--- src/rtl/lcd_cmd_arbiter_if.sv ---
// Handshake bundle between the two LCD command sources, the arbiter and the
// LCD instruction transmitter. The arbiter takes the slave view; the sources
// and transmitter (or a bench standing in for them) take the master view.
interface lcd_cmd_arbiter_if;
  logic       req0;
  logic [9:0] db0;
  logic       req1;
  logic [9:0] db1;
  logic       gnt0;
  logic       gnt1;
  logic       done0;
  logic       done1;
  logic       tx_start;
  logic [9:0] tx_db;
  logic       tx_done;
  logic       busy;

  modport master (
    output req0, db0, req1, db1, tx_done,
    input  gnt0, gnt1, done0, done1, tx_start, tx_db, busy
  );

  modport slave (
    input  req0, db0, req1, db1, tx_done,
    output gnt0, gnt1, done0, done1, tx_start, tx_db, busy
  );
endinterface

--- src/rtl/lcd_cmd_arbiter.sv ---
// Two-source arbiter for the LCD instruction transmitter. Grants one source
// at a time (round-robin when both ask), launches its {RS,RW,DB} word, waits
// for the bus cycle to finish and then for the HD44780 execution time before
// pulsing done to the owner. All outputs are registered.
module lcd_cmd_arbiter #(
  parameter int WAIT_CMD  = 2000,
  parameter int WAIT_LONG = 82000,
  parameter int CNT_W     = 17
) (
  input logic              clk,
  input logic              reset,
  lcd_cmd_arbiter_if.slave bus
);

  typedef enum logic [1:0] {
    ST_IDLE  = 2'd0,
    ST_ISSUE = 2'd1,
    ST_XMIT  = 2'd2,
    ST_HOLD  = 2'd3
  } state_t;

  // Terminal counts: the counter starts at zero on the cycle after tx_done.
  localparam logic [CNT_W-1:0] LIM_CMD_M1  = CNT_W'(WAIT_CMD - 1);
  localparam logic [CNT_W-1:0] LIM_LONG_M1 = CNT_W'(WAIT_LONG - 1);
  localparam logic [CNT_W-1:0] CNT_ONE     = CNT_W'(1);

  state_t           state_q;
  logic             rr_q;        // source favoured when both request
  logic             owner_q;     // source that owns the in-flight command
  logic             long_q;      // in-flight command needs the long wait
  logic [CNT_W-1:0] cnt_q;
  logic             gnt0_q;
  logic             gnt1_q;
  logic             done0_q;
  logic             done1_q;
  logic             tx_start_q;
  logic [9:0]       tx_db_q;
  logic             busy_q;

  logic             grant_req_d;
  logic             grant_src_d;
  logic             long_cmd_d;
  logic             hold_end_d;

  // Arbitration decision, long-wait classification and wait-expiry detection.
  always_comb begin
    grant_req_d = 1'b0;
    grant_src_d = 1'b0;
    if (bus.req0 && bus.req1) begin
      grant_req_d = 1'b1;
      grant_src_d = rr_q;
    end else if (bus.req0) begin
      grant_req_d = 1'b1;
      grant_src_d = 1'b0;
    end else if (bus.req1) begin
      grant_req_d = 1'b1;
      grant_src_d = 1'b1;
    end else begin
      grant_req_d = 1'b0;
      grant_src_d = 1'b0;
    end

    // Clear Display (0x001) and Return Home (0x002/0x003) execute slowly.
    long_cmd_d = (tx_db_q[9:1] == 9'd0) || (tx_db_q[9:1] == 9'd1);

    if (long_q) begin
      hold_end_d = (cnt_q == LIM_LONG_M1);
    end else begin
      hold_end_d = (cnt_q == LIM_CMD_M1);
    end
  end

  // Command sequencer: grant, launch, wait for bus, wait for execution, done.
  always_ff @(posedge clk or negedge reset) begin
    if (!reset) begin
      state_q    <= ST_IDLE;
      rr_q       <= 1'b0;
      owner_q    <= 1'b0;
      long_q     <= 1'b0;
      cnt_q      <= '0;
      gnt0_q     <= 1'b0;
      gnt1_q     <= 1'b0;
      done0_q    <= 1'b0;
      done1_q    <= 1'b0;
      tx_start_q <= 1'b0;
      tx_db_q    <= 10'h000;
      busy_q     <= 1'b0;
    end else begin
      gnt0_q     <= 1'b0;
      gnt1_q     <= 1'b0;
      done0_q    <= 1'b0;
      done1_q    <= 1'b0;
      tx_start_q <= 1'b0;
      case (state_q)
        ST_IDLE: begin
          if (grant_req_d) begin
            state_q <= ST_ISSUE;
            busy_q  <= 1'b1;
            owner_q <= grant_src_d;
            rr_q    <= ~grant_src_d;
            tx_db_q <= grant_src_d ? bus.db1 : bus.db0;
            gnt0_q  <= ~grant_src_d;
            gnt1_q  <= grant_src_d;
          end else begin
            state_q <= ST_IDLE;
            busy_q  <= 1'b0;
          end
        end
        ST_ISSUE: begin
          // tx_done is deliberately not looked at here.
          tx_start_q <= 1'b1;
          busy_q     <= 1'b1;
          state_q    <= ST_XMIT;
        end
        ST_XMIT: begin
          busy_q <= 1'b1;
          if (bus.tx_done) begin
            cnt_q   <= '0;
            long_q  <= long_cmd_d;
            state_q <= ST_HOLD;
          end else begin
            state_q <= ST_XMIT;
          end
        end
        ST_HOLD: begin
          if (hold_end_d) begin
            done0_q <= ~owner_q;
            done1_q <= owner_q;
            busy_q  <= 1'b0;
            cnt_q   <= '0;
            state_q <= ST_IDLE;
          end else begin
            busy_q  <= 1'b1;
            cnt_q   <= cnt_q + CNT_ONE;
            state_q <= ST_HOLD;
          end
        end
        default: begin
          busy_q  <= 1'b0;
          cnt_q   <= '0;
          state_q <= ST_IDLE;
        end
      endcase
    end
  end

  assign bus.gnt0     = gnt0_q;
  assign bus.gnt1     = gnt1_q;
  assign bus.done0    = done0_q;
  assign bus.done1    = done1_q;
  assign bus.tx_start = tx_start_q;
  assign bus.tx_db    = tx_db_q;
  assign bus.busy     = busy_q;

endmodule

--- src/flat_wrapper.sv ---
// flat-port wrapper written by rule: the top's interface ports become plain ports
module lcd_cmd_arbiter_flat 
#(
  parameter int WAIT_CMD  = 2000,
  parameter int WAIT_LONG = 82000,
  parameter int CNT_W     = 17
)
  (clk, reset, bus_req0, bus_db0, bus_req1, bus_db1, bus_tx_done, bus_gnt0, bus_gnt1, bus_done0, bus_done1, bus_tx_start, bus_tx_db, bus_busy);
  lcd_cmd_arbiter_if bus_i ();
  input logic clk;
  input logic reset;
  input wire logic [$bits(bus_i.req0)-1:0] bus_req0;
  input wire logic [$bits(bus_i.db0)-1:0] bus_db0;
  input wire logic [$bits(bus_i.req1)-1:0] bus_req1;
  input wire logic [$bits(bus_i.db1)-1:0] bus_db1;
  input wire logic [$bits(bus_i.tx_done)-1:0] bus_tx_done;
  output wire logic [$bits(bus_i.gnt0)-1:0] bus_gnt0;
  output wire logic [$bits(bus_i.gnt1)-1:0] bus_gnt1;
  output wire logic [$bits(bus_i.done0)-1:0] bus_done0;
  output wire logic [$bits(bus_i.done1)-1:0] bus_done1;
  output wire logic [$bits(bus_i.tx_start)-1:0] bus_tx_start;
  output wire logic [$bits(bus_i.tx_db)-1:0] bus_tx_db;
  output wire logic [$bits(bus_i.busy)-1:0] bus_busy;
  assign bus_i.req0 = bus_req0;
  assign bus_i.db0 = bus_db0;
  assign bus_i.req1 = bus_req1;
  assign bus_i.db1 = bus_db1;
  assign bus_i.tx_done = bus_tx_done;
  assign bus_gnt0 = bus_i.gnt0;
  assign bus_gnt1 = bus_i.gnt1;
  assign bus_done0 = bus_i.done0;
  assign bus_done1 = bus_i.done1;
  assign bus_tx_start = bus_i.tx_start;
  assign bus_tx_db = bus_i.tx_db;
  assign bus_busy = bus_i.busy;
  lcd_cmd_arbiter #(.WAIT_CMD(WAIT_CMD), .WAIT_LONG(WAIT_LONG), .CNT_W(CNT_W)) u_core (.clk(clk), .reset(reset), .bus(bus_i));
endmodule
--- config.mk ---
export PLATFORM = sky130hd
export DESIGN_NAME = lcd_cmd_arbiter_flat
export DESIGN_NICKNAME = d
export VERILOG_FILES = /design/src/rtl/lcd_cmd_arbiter_if.sv /design/src/rtl/lcd_cmd_arbiter.sv /design/src/flat_wrapper.sv
export SDC_FILE = /design/constraint.sdc
export NUM_CORES = 1
export LEC_CHECK = 0
export BUFFER_PORTS_ARGS = -buffer_cell sky130_fd_sc_hd__buf_2
export CORE_ASPECT_RATIO = 0.9
export CORE_MARGIN = 2
export CORE_UTILIZATION = 50
export DETAILED_ROUTE_END_ITERATION = 10
export GPL_ROUTABILITY_DRIVEN = 1
export GPL_TIMING_DRIVEN = 0
export PLACE_DENSITY = 0.73
export SLEW_MARGIN = 20
export SYNTH_ARGS = -nofsm -noshare
export SYNTH_HDL_FRONTEND = slang
export SYNTH_SLANG_ARGS = --single-unit
--- constraint.sdc ---
create_clock -name clk -period 5.7 [get_ports clk]
set_clock_uncertainty 0.05 [all_clocks]
set_input_delay 0.285 -clock clk [delete_from_list [all_inputs] [get_ports clk]]
set_output_delay 0.285 -clock clk [all_outputs]
set_load 0.01 [all_outputs]
==> metrics.md, run 1 <==
| Metric | Value |
|---|---|
| Switching Fraction | `0.3686` |
| Predominant post-synthesis flop cell | `dfrtp_1` |
| Distinct cells, synth | `38` |
| Clk Tree Root Cell | `clkbuf_8` |
| Synth Register Bits | `38` |
| Layout net count | `273` |
| CTS buffer count | `5` |
| Routed WL | `3.957 mm` |
| Pre-CTS WS | `3618 ps` |
| Routability-driven placement congestion ratio | `~0.9` |
| DR WL/cell | `around 14 µm` |
| Clk pwr share | `0.238` |
| CP arrival | `2300 ps` |
| Synth Instances | `196` |
| Row count | `21` |
| RSZ-0062 raised after global routing | `false` |
| MaxCap Viol Count | `0` |
| Pwr Density | `427.5 nW/µm²` |
| # setup viols final | `0` |
| Internal | `610.0 µW` |
| Area Growth Syn to Fin | `19.60%` |
| Final hold violation count | `0` |
| Mean Syn Cell Area | `just under 10 µm²` |
| Min cycle time layout | `2134 ps` |
| Synth area leader | `dfrtp_1` |
| Post-DP HPWL | `2.981 mm` |
| Die X | `68.80 µm` |
| Post-CTS setup buffer count | `0` |
| CTS tree | `done` |
| Area of the multi-input gates | `roughly 860 µm²` |
| CP Max Fanout | `6` |
| Peak VDD IR | `0.0002802 V` |
| TritonCTS Sinks | `38` |
| Leak pwr | `1.068 nW` |
| Total grt overflow | `0` |
| # IOs | `41` |
| ANT cells | `0` |
| Data required, critical path | `5860 ps` |
| Drt first-iter violations | `123` |
| Pre-Repair DR Iteration Count | `4` |
| Status | `finished clean` |
| Register area | `950.9 µm²` |
| CTS Hold Bufs | `0` |
| I/O Buffers | `40` |
| Hold Path Class | `in2async` |
| Worst-Margin Slew | `813.6 ps` |
| First-pass GRT wire length | `6.824 mm` |
| Setup TNS | `0 ps` |
| FFs w/ async S/R, synth | `1.000` |
| Cell area after synthesis | `1889 µm²` |
| CTS clk-pin slew, worst paths | `roughly 70 ps` |
| Worst-case clock buffer depth | `2` |
| CORE AREA | `3679 µm²` |
| Commonest cells in the netlist | `dfrtp_1 (38), nand2_1 (25), o21ai_0 (19)` |
| Largest net degree at the start of global routing | `39` |
| PnR worst setup slack | `3566 ps` |
| Hold slack | `~40 ps` |
| Full die area | `4287 µm²` |
| EDFF count, synth | `0` |
| Initial antenna violation count | `0` |
| Most frequent cell after synthesis | `dfrtp_1` |
| Final ANT Viol Nets | `0` |
| Yosys warns | `0` |
| Post-CTS Resized | `0` |
| Fmax | `about 470 MHz` |
| Share of the synthesized area in the top cell type | `0.5033` |
| Synth area leaders | `dfrtp_1 (50%), mux2i_1 (5.3%), o21ai_0 (5.0%), nand2_1 (5.0%), nand3_1 (3.4%)` |
| # DRC | `0` |
| Routed vias | `1561` |
| Relative slew margins | `0.4576` |
| Setup CP Type | `reg2reg` |
| Starting Density | `0.5136` |
| Critical Path Source Type | `flip-flop` |
| Flop pwr share | `0.406` |
| Vias in the first global route | `1520` |
| P_sw | `356.1 µW` |
| Register area share after synthesis | `0.5033` |
| Vias per Instance | `approximately 5.4` |
| Clk Latency, worst-skew pair | `290 ps` |
| Die H | `62.32 µm` |
| # fillers | `roughly 340` |
| Syn Nets | `approximately 230` |
| Slew Viols, Final | `0` |
| Fin crit share | `0.3743` |
| Max FFs per register | `17` |
| Combinational fraction of design power | `0.356` |
| CP endpoint kind | `flip-flop` |
| GR Util All Layers | `0.2093` |
| Largest Register | `u_core.cnt_q` |
| H-Tree Depth | `2` |
| Share of cells above drive strength 1 | `0.2181` |
==> power groups by stage <==
| stage | logic, mW | clock network [mW] | registers, mW |
|---|---|---|---|
| 4_1_cts | 0.348 | 0.235 | 0.392 |
| 6_report | 0.344 | 0.230 | 0.392 |
| 3_3_place_gp | 0.342 | 0 | 0.394 |
| 3_5_place_dp | 0.348 | 0 | 0.397 |
| 5_1_grt | 0.399 | 0.248 | 0.403 |
| 2_1_floorplan | 0.206 | 0 | 0.411 |
==> worst max-delay path, stage by stage, from the launching register on <==
cell     delay (ps)
dfrtp_1         390
inv_1            80
ha_1            260
mux2i_1         240
nor3_1          570
nand4_1         180
xor2_1          170
a21oi_1         110
==> area by class of cell <==
type | count | share of cell area
clock buffer | 6 | 0.03654
clock inverter | 1 | 0.01329
sequential | 38 | 0.4208
buffer | 8 | 0.01883
inverter | 9 | 0.01495
tap | 46 | 0.02547
timing repair buffer | 40 | 0.08859
multi-input combinational | 141 | 0.3815
==> worst paths after layout <==
| path | start | end | slack (ps) | depth (start not counted) |
|---|---|---|---|---|
| worst min-delay path | reset | u_core.cnt_q[9] | 40 | 1 |
| worst min register to register | u_core.owner_q | u_core.bus.done0 | 440 | 1 |
| worst max-delay path | u_core.state_q[0] | u_core.cnt_q[9] | 3570 | 7 |
| worst max register to register | u_core.state_q[0] | u_core.cnt_q[9] | 3570 | 7 |
| min in group clk | bus_db0[8] | u_core.bus.tx_db[8] | 180 | 3 |
| max in group asynchronous | reset | u_core.cnt_q[14] | 5050 | 1 |
==> placed cells by master (no fill, tap or decap), types with 2 or more instances in the layout <==
cell and n:
buf_2 41, dfrtp_1 38, nand2_1 25, o21ai_0 19, nand3_1 13, a21oi_1 12
mux2i_1 10, inv_1 9, nor2_1 7, nor4_1 6, xor2_1 6, clkbuf_8 6
clkbuf_1 5, ha_1 5, nor3_1 4, nand4_1 4, nand4b_1 3, o22ai_1 3
a31oi_1 3, o21ai_1 2, a22oi_1 2, and2_1 2
==> metal layers <==
layer / wire (µm) / track usage
met3: 155 / 0.05435
met5: 0 / 0
met4: 67 / 0.06373
met2: 1809 / 0.2945
met1: 1925 / 0.3165
==> stage by stage <==
stage	total power, mW	area (µm²)	cells	util
3_5_place_dp	0.7448	2147	282	0.5837
6_report	0.9661	2260	289	0.6143
2_1_floorplan	0.6175	1889	196	-
3_3_place_gp	0.7359	2147	282	0.5837
4_1_cts	0.9754	2260	289	0.6143
5_1_grt	1.050	2260	289	0.6143
==> cell families (layout without fill, tap and decap cells) <==
| logic type | after synthesis | count (layout) | share of synthesized area |
|---|---|---|---|
| simple gates | 74 | 74 | 0.2053 |
| buf+inv | 17 | 64 | 0.04040 |
| mux | 10 | 10 | 0.05298 |
| flops | 38 | 38 | 0.5033 |
| compound gates | 45 | 45 | 0.1325 |
| fa+ha+maj | 5 | 5 | 0.03311 |
| xor+xnor | 7 | 7 | 0.03245 |
(Power assumes the default switching activity.)
==> run 2, diff against run 1 <==
ABC_AREA = 1   (was not set)
PLACE_DENSITY = 0.72   (was 0.73)
clock period = 2.15 ns   (was 5.7 ns; I/O delays follow)
==> run 2 against run 1 <==
Effect of this change:
- sequential cell count did not move
- first-iteration DRC count fell by 28%
- critical path depth rose by 5
- sequential share of layout area fell by 3.3 points
- largest cell class is now multi-input gates
- largest power group unchanged
- worst setup slack got worse by 3200 ps
- power rose to 2.5 times the previous value
- sequential power rose to 2.6 times the previous value
- synthesized area rose by 9.9%
- wire length rose by 11%
- register-to-register slack got worse by 3200 ps
- fmax rose by 17%
- hold slack got worse by 34 ps
==> metrics.md, run 2 <==
| Metric | Value |
|---|---|
| Slew Viols, Final | `0 (unchanged)` |
| Row count | `22 (was 21)` |
| Distinct cells, synth | `32 (was 38)` |
| ANT cells | `0 (unchanged)` |
| Share of the synthesized area in the top cell type | `0.4581 (was 0.5033)` |
| # DRC | `0 (unchanged)` |
| Synth Instances | `256 (was 196)` |
| Die X | `71.92 µm (was 68.80 µm)` |
| Routed WL | `4.387 mm (was 3.957 mm)` |
| Predominant post-synthesis flop cell | `dfrtp_1 (unchanged)` |
| Start of the worst register-to-register path | `u_core.state_q[0] (unchanged)` |
| Most frequent cell after synthesis | `nand2_1 (was dfrtp_1)` |
| CORE AREA | `4019 µm² (was 3679 µm²)` |
| Synth area leaders | `dfrtp_1 (46%), nand2_1 (9.6%), nor2_1 (7.8%), inv_1 (5.2%), ha_1 (3.0%) (was dfrtp_1 (50%), mux2i_1 (5.3%), o21ai_0 (5.0%), nand2_1 (5.0%), nand3_1 (3.4%))` |
| Commonest cells in the netlist | `nand2_1 (53), nor2_1 (43), dfrtp_1 (38) (was dfrtp_1 (38), nand2_1 (25), o21ai_0 (19))` |
| Register area | `950.9 µm² (unchanged)` |
| Routability-driven placement congestion ratio | `0.8173 (was 0.8768)` |
| Pre-Repair DR Iteration Count | `4 (unchanged)` |
| Data required, critical path | `2290 ps (was 5860 ps)` |
| RSZ-0062 raised after global routing | `false (unchanged)` |
| Worst-Margin Slew | `828.0 ps (was 813.6 ps)` |
| Initial antenna violation count | `0 (unchanged)` |
| Peak VDD IR | `0.0007805 V (was 0.0002802 V)` |
| Routed vias | `1816 (was 1561)` |
| First-pass GRT wire length | `7.486 mm (was 6.824 mm)` |
| Setup TNS | `0 ps (unchanged)` |
| Area of the multi-input gates | `984.7 µm² (was 862.1 µm²)` |
| Vias per Instance | `5.115 (was 5.401)` |
| Hold Path Class | `in2reg (was in2async)` |
| CTS clk-pin slew, worst paths | `80 ps (was 70 ps)` |
| I/O Buffers | `40 (unchanged)` |
| Fin crit share | `0.8512 (was 0.3743)` |
| Commonest non-fill, non-tap cell in the layout | `nand2_1 (was buf_2)` |
| DR WL/cell | `12.36 µm (was 13.69 µm)` |
| Hold slack | `5.990 ps (was 40.21 ps)` |
| TritonCTS Sinks | `38 (unchanged)` |
| Max FFs per register | `17 (unchanged)` |
| Starting Density | `0.5165 (was 0.5136)` |
| Relative slew margins | `0.4480 (was 0.4576)` |
| Hold Path Origin | `bus_db0[8]` |
| GR Util All Layers | `0.2109 (was 0.2093)` |
| Syn Nets | `286 (was 226)` |
| H-Tree Depth | `2 (unchanged)` |
| Yosys warns | `0 (unchanged)` |
| Drt first-iter violations | `89 (was 123)` |
| Largest net degree at the start of global routing | `39 (unchanged)` |
| Worst-case clock buffer depth | `2 (unchanged)` |
| Vias in the first global route | `1662 (was 1520)` |
| Worst Setup SP | `u_core.state_q[0] (unchanged)` |
| CP arrival | `1970 ps (was 2300 ps)` |
| FFs w/ async S/R, synth | `1.000 (unchanged)` |
| Register area share after synthesis | `0.4581 (was 0.5033)` |
| Post-CTS setup buffer count | `0 (unchanged)` |
| Pwr Density | `993.9 nW/µm² (was 427.5 nW/µm²)` |
| Setup CP Type | `reg2reg (unchanged)` |
| Cell area after synthesis | `2076 µm² (was 1889 µm²)` |
| Area Growth Syn to Fin | `18.26% (was 19.60%)` |
| Share of cells above drive strength 1 | `0.2313 (was 0.2181)` |
| Post-DP HPWL | `3.265 mm (was 2.981 mm)` |
| Mean Syn Cell Area | `8.108 µm² (was 9.639 µm²)` |
| Largest Register | `u_core.cnt_q (unchanged)` |
| Fmax | `546.4 MHz (was 468.7 MHz)` |
| Final hold violation count | `0 (unchanged)` |
| MaxCap Viol Count | `0 (unchanged)` |
| Clk Tree Root Cell | `clkbuf_8 (unchanged)` |
| Final ANT Viol Nets | `0 (unchanged)` |
| Post-CTS Resized | `0 (unchanged)` |
| CP Max Fanout | `10 (was 6)` |
| Total grt overflow | `0 (unchanged)` |
| CP endpoint kind | `flip-flop (unchanged)` |
| Full die area | `4683 µm² (was 4287 µm²)` |
| Layout net count | `337 (was 273)` |
| Status | `finished clean (unchanged)` |
| Die H | `65.13 µm (was 62.32 µm)` |
| # IOs | `41 (unchanged)` |
| Synth area leader | `dfrtp_1 (unchanged)` |
| CTS buffer count | `5 (unchanged)` |
| CTS tree | `done (unchanged)` |
| Critical Path Source Type | `flip-flop (unchanged)` |
| # setup viols final | `0 (unchanged)` |
| Min cycle time layout | `1830 ps (was 2134 ps)` |
| Synth Register Bits | `38 (unchanged)` |
| Most frequent cells in the layout | `nand2_1 (53), nor2_1 (43), buf_2 (41), dfrtp_1 (38), inv_1 (29) (was buf_2 (41), dfrtp_1 (38), nand2_1 (25), o21ai_0 (19), nand3_1 (13))` |
| Leak pwr | `1.206 nW (was 1.068 nW)` |
| CTS Hold Bufs | `2 (was 0)` |
| Clk Latency, worst-skew pair | `290 ps (about the same)` |
| EDFF count, synth | `0 (unchanged)` |
| # fillers | `356 (was 337)` |
## run 2: cell types whose count changed after synthesis, moves of 4 or more
| cell | previous run | this run |
|---|---|---|
| nor2_1 | 7 | 43 |
| nand2_1 | 25 | 53 |
| inv_1 | 9 | 29 |
| mux2i_1 | 10 | 0 |
| o21ai_0 | 19 | 10 |
| nand4_1 | 4 | 10 |
| nor4_1 | 6 | 0 |
| nand2_2 | 1 | 6 |
| clkbuf_1 | 5 | 1 |
## run 2: metal layers
metal | up-vias | wire [µm] | GRT usage
li1 | 923 | - | -
met1 | 849 | 2076 | 0.2878
met2 | 42 | 1997 | 0.3229
met3 | 2 | 274 | 0.06135
met4 | 0 | 38 | 0.07075
met5 | - | 0 | 0
## run 2: area by class of cell
| type | instances | area share |
|---|---|---|
| Buffer | 4 | 0.009684 |
| Clock buffer | 5 | 0.02803 |
| Clock inverter | 2 | 0.004077 |
| Inverter | 31 | 0.04740 |
| Multi-Input combinational cell | 183 | 0.4011 |
| Sequential cell | 38 | 0.3874 |
| Tap cell | 48 | 0.02446 |
| Timing Repair Buffer | 44 | 0.09786 |
## run 2: worst paths after layout
path	endpoint	slack (ps)	cells past startpoint
max	u_core.cnt_q[16]	320	12
min	u_core.bus.tx_db[8]	6	3
max reg2reg	u_core.cnt_q[16]	320	12
min reg2reg	u_core.bus.done0	380	1
max in group asynchronous	u_core.cnt_q[15]	1120	2
min in group asynchronous	u_core.cnt_q[1]	400	2
## run 2: worst max-delay path: stages, from the launching register on
cell and delay (ps):
dfrtp_1 430, inv_1 100, ha_1 180, nand2_1 160
nand2_4 150, buf_4 180, nand3_1 70, nor2_1 160
nand2_1 70, nand2_1 60, nand2_1 40, nand2_1 50
inv_1 30
## run 2: cells by family (layout without fill, tap and decap cells)
| group | after synthesis | after routing | synth area share |
|---|---|---|---|
| xor+xnor | 8 | 8 | 0.03376 |
| fa+ha+maj | 5 | 5 | 0.03014 |
| compound gates | 31 | 31 | 0.08981 |
| simple gates | 139 | 139 | 0.3207 |
| buf+inv | 35 | 86 | 0.06750 |
| flops | 38 | 38 | 0.4581 |
## run 2: through the flow
stage / power [mW] / setup slack (ps) / cell area (µm²) / utilization / instances
after floorplan: 1.656 / 571.8 / 2076 / - / 256
after global placement: 1.970 / 341.0 / 2336 / 0.5813 / 344
after detailed placement: 1.983 / 333.7 / 2336 / 0.5813 / 344
after CTS: 2.451 / 319.3 / 2435 / 0.6059 / 353
after global routing: 2.643 / 63.02 / 2455 / 0.6108 / 355
final: 2.440 / 320.0 / 2455 / 0.6108 / 355
## run 2: power breakdown
group,internal [mW],switching (mW),total (mW)
combinational,0.351,0.623,0.973
clock,0.218,0.249,0.467
sequential,0.895,0.104,1.00
total,1.46,0.976,2.44
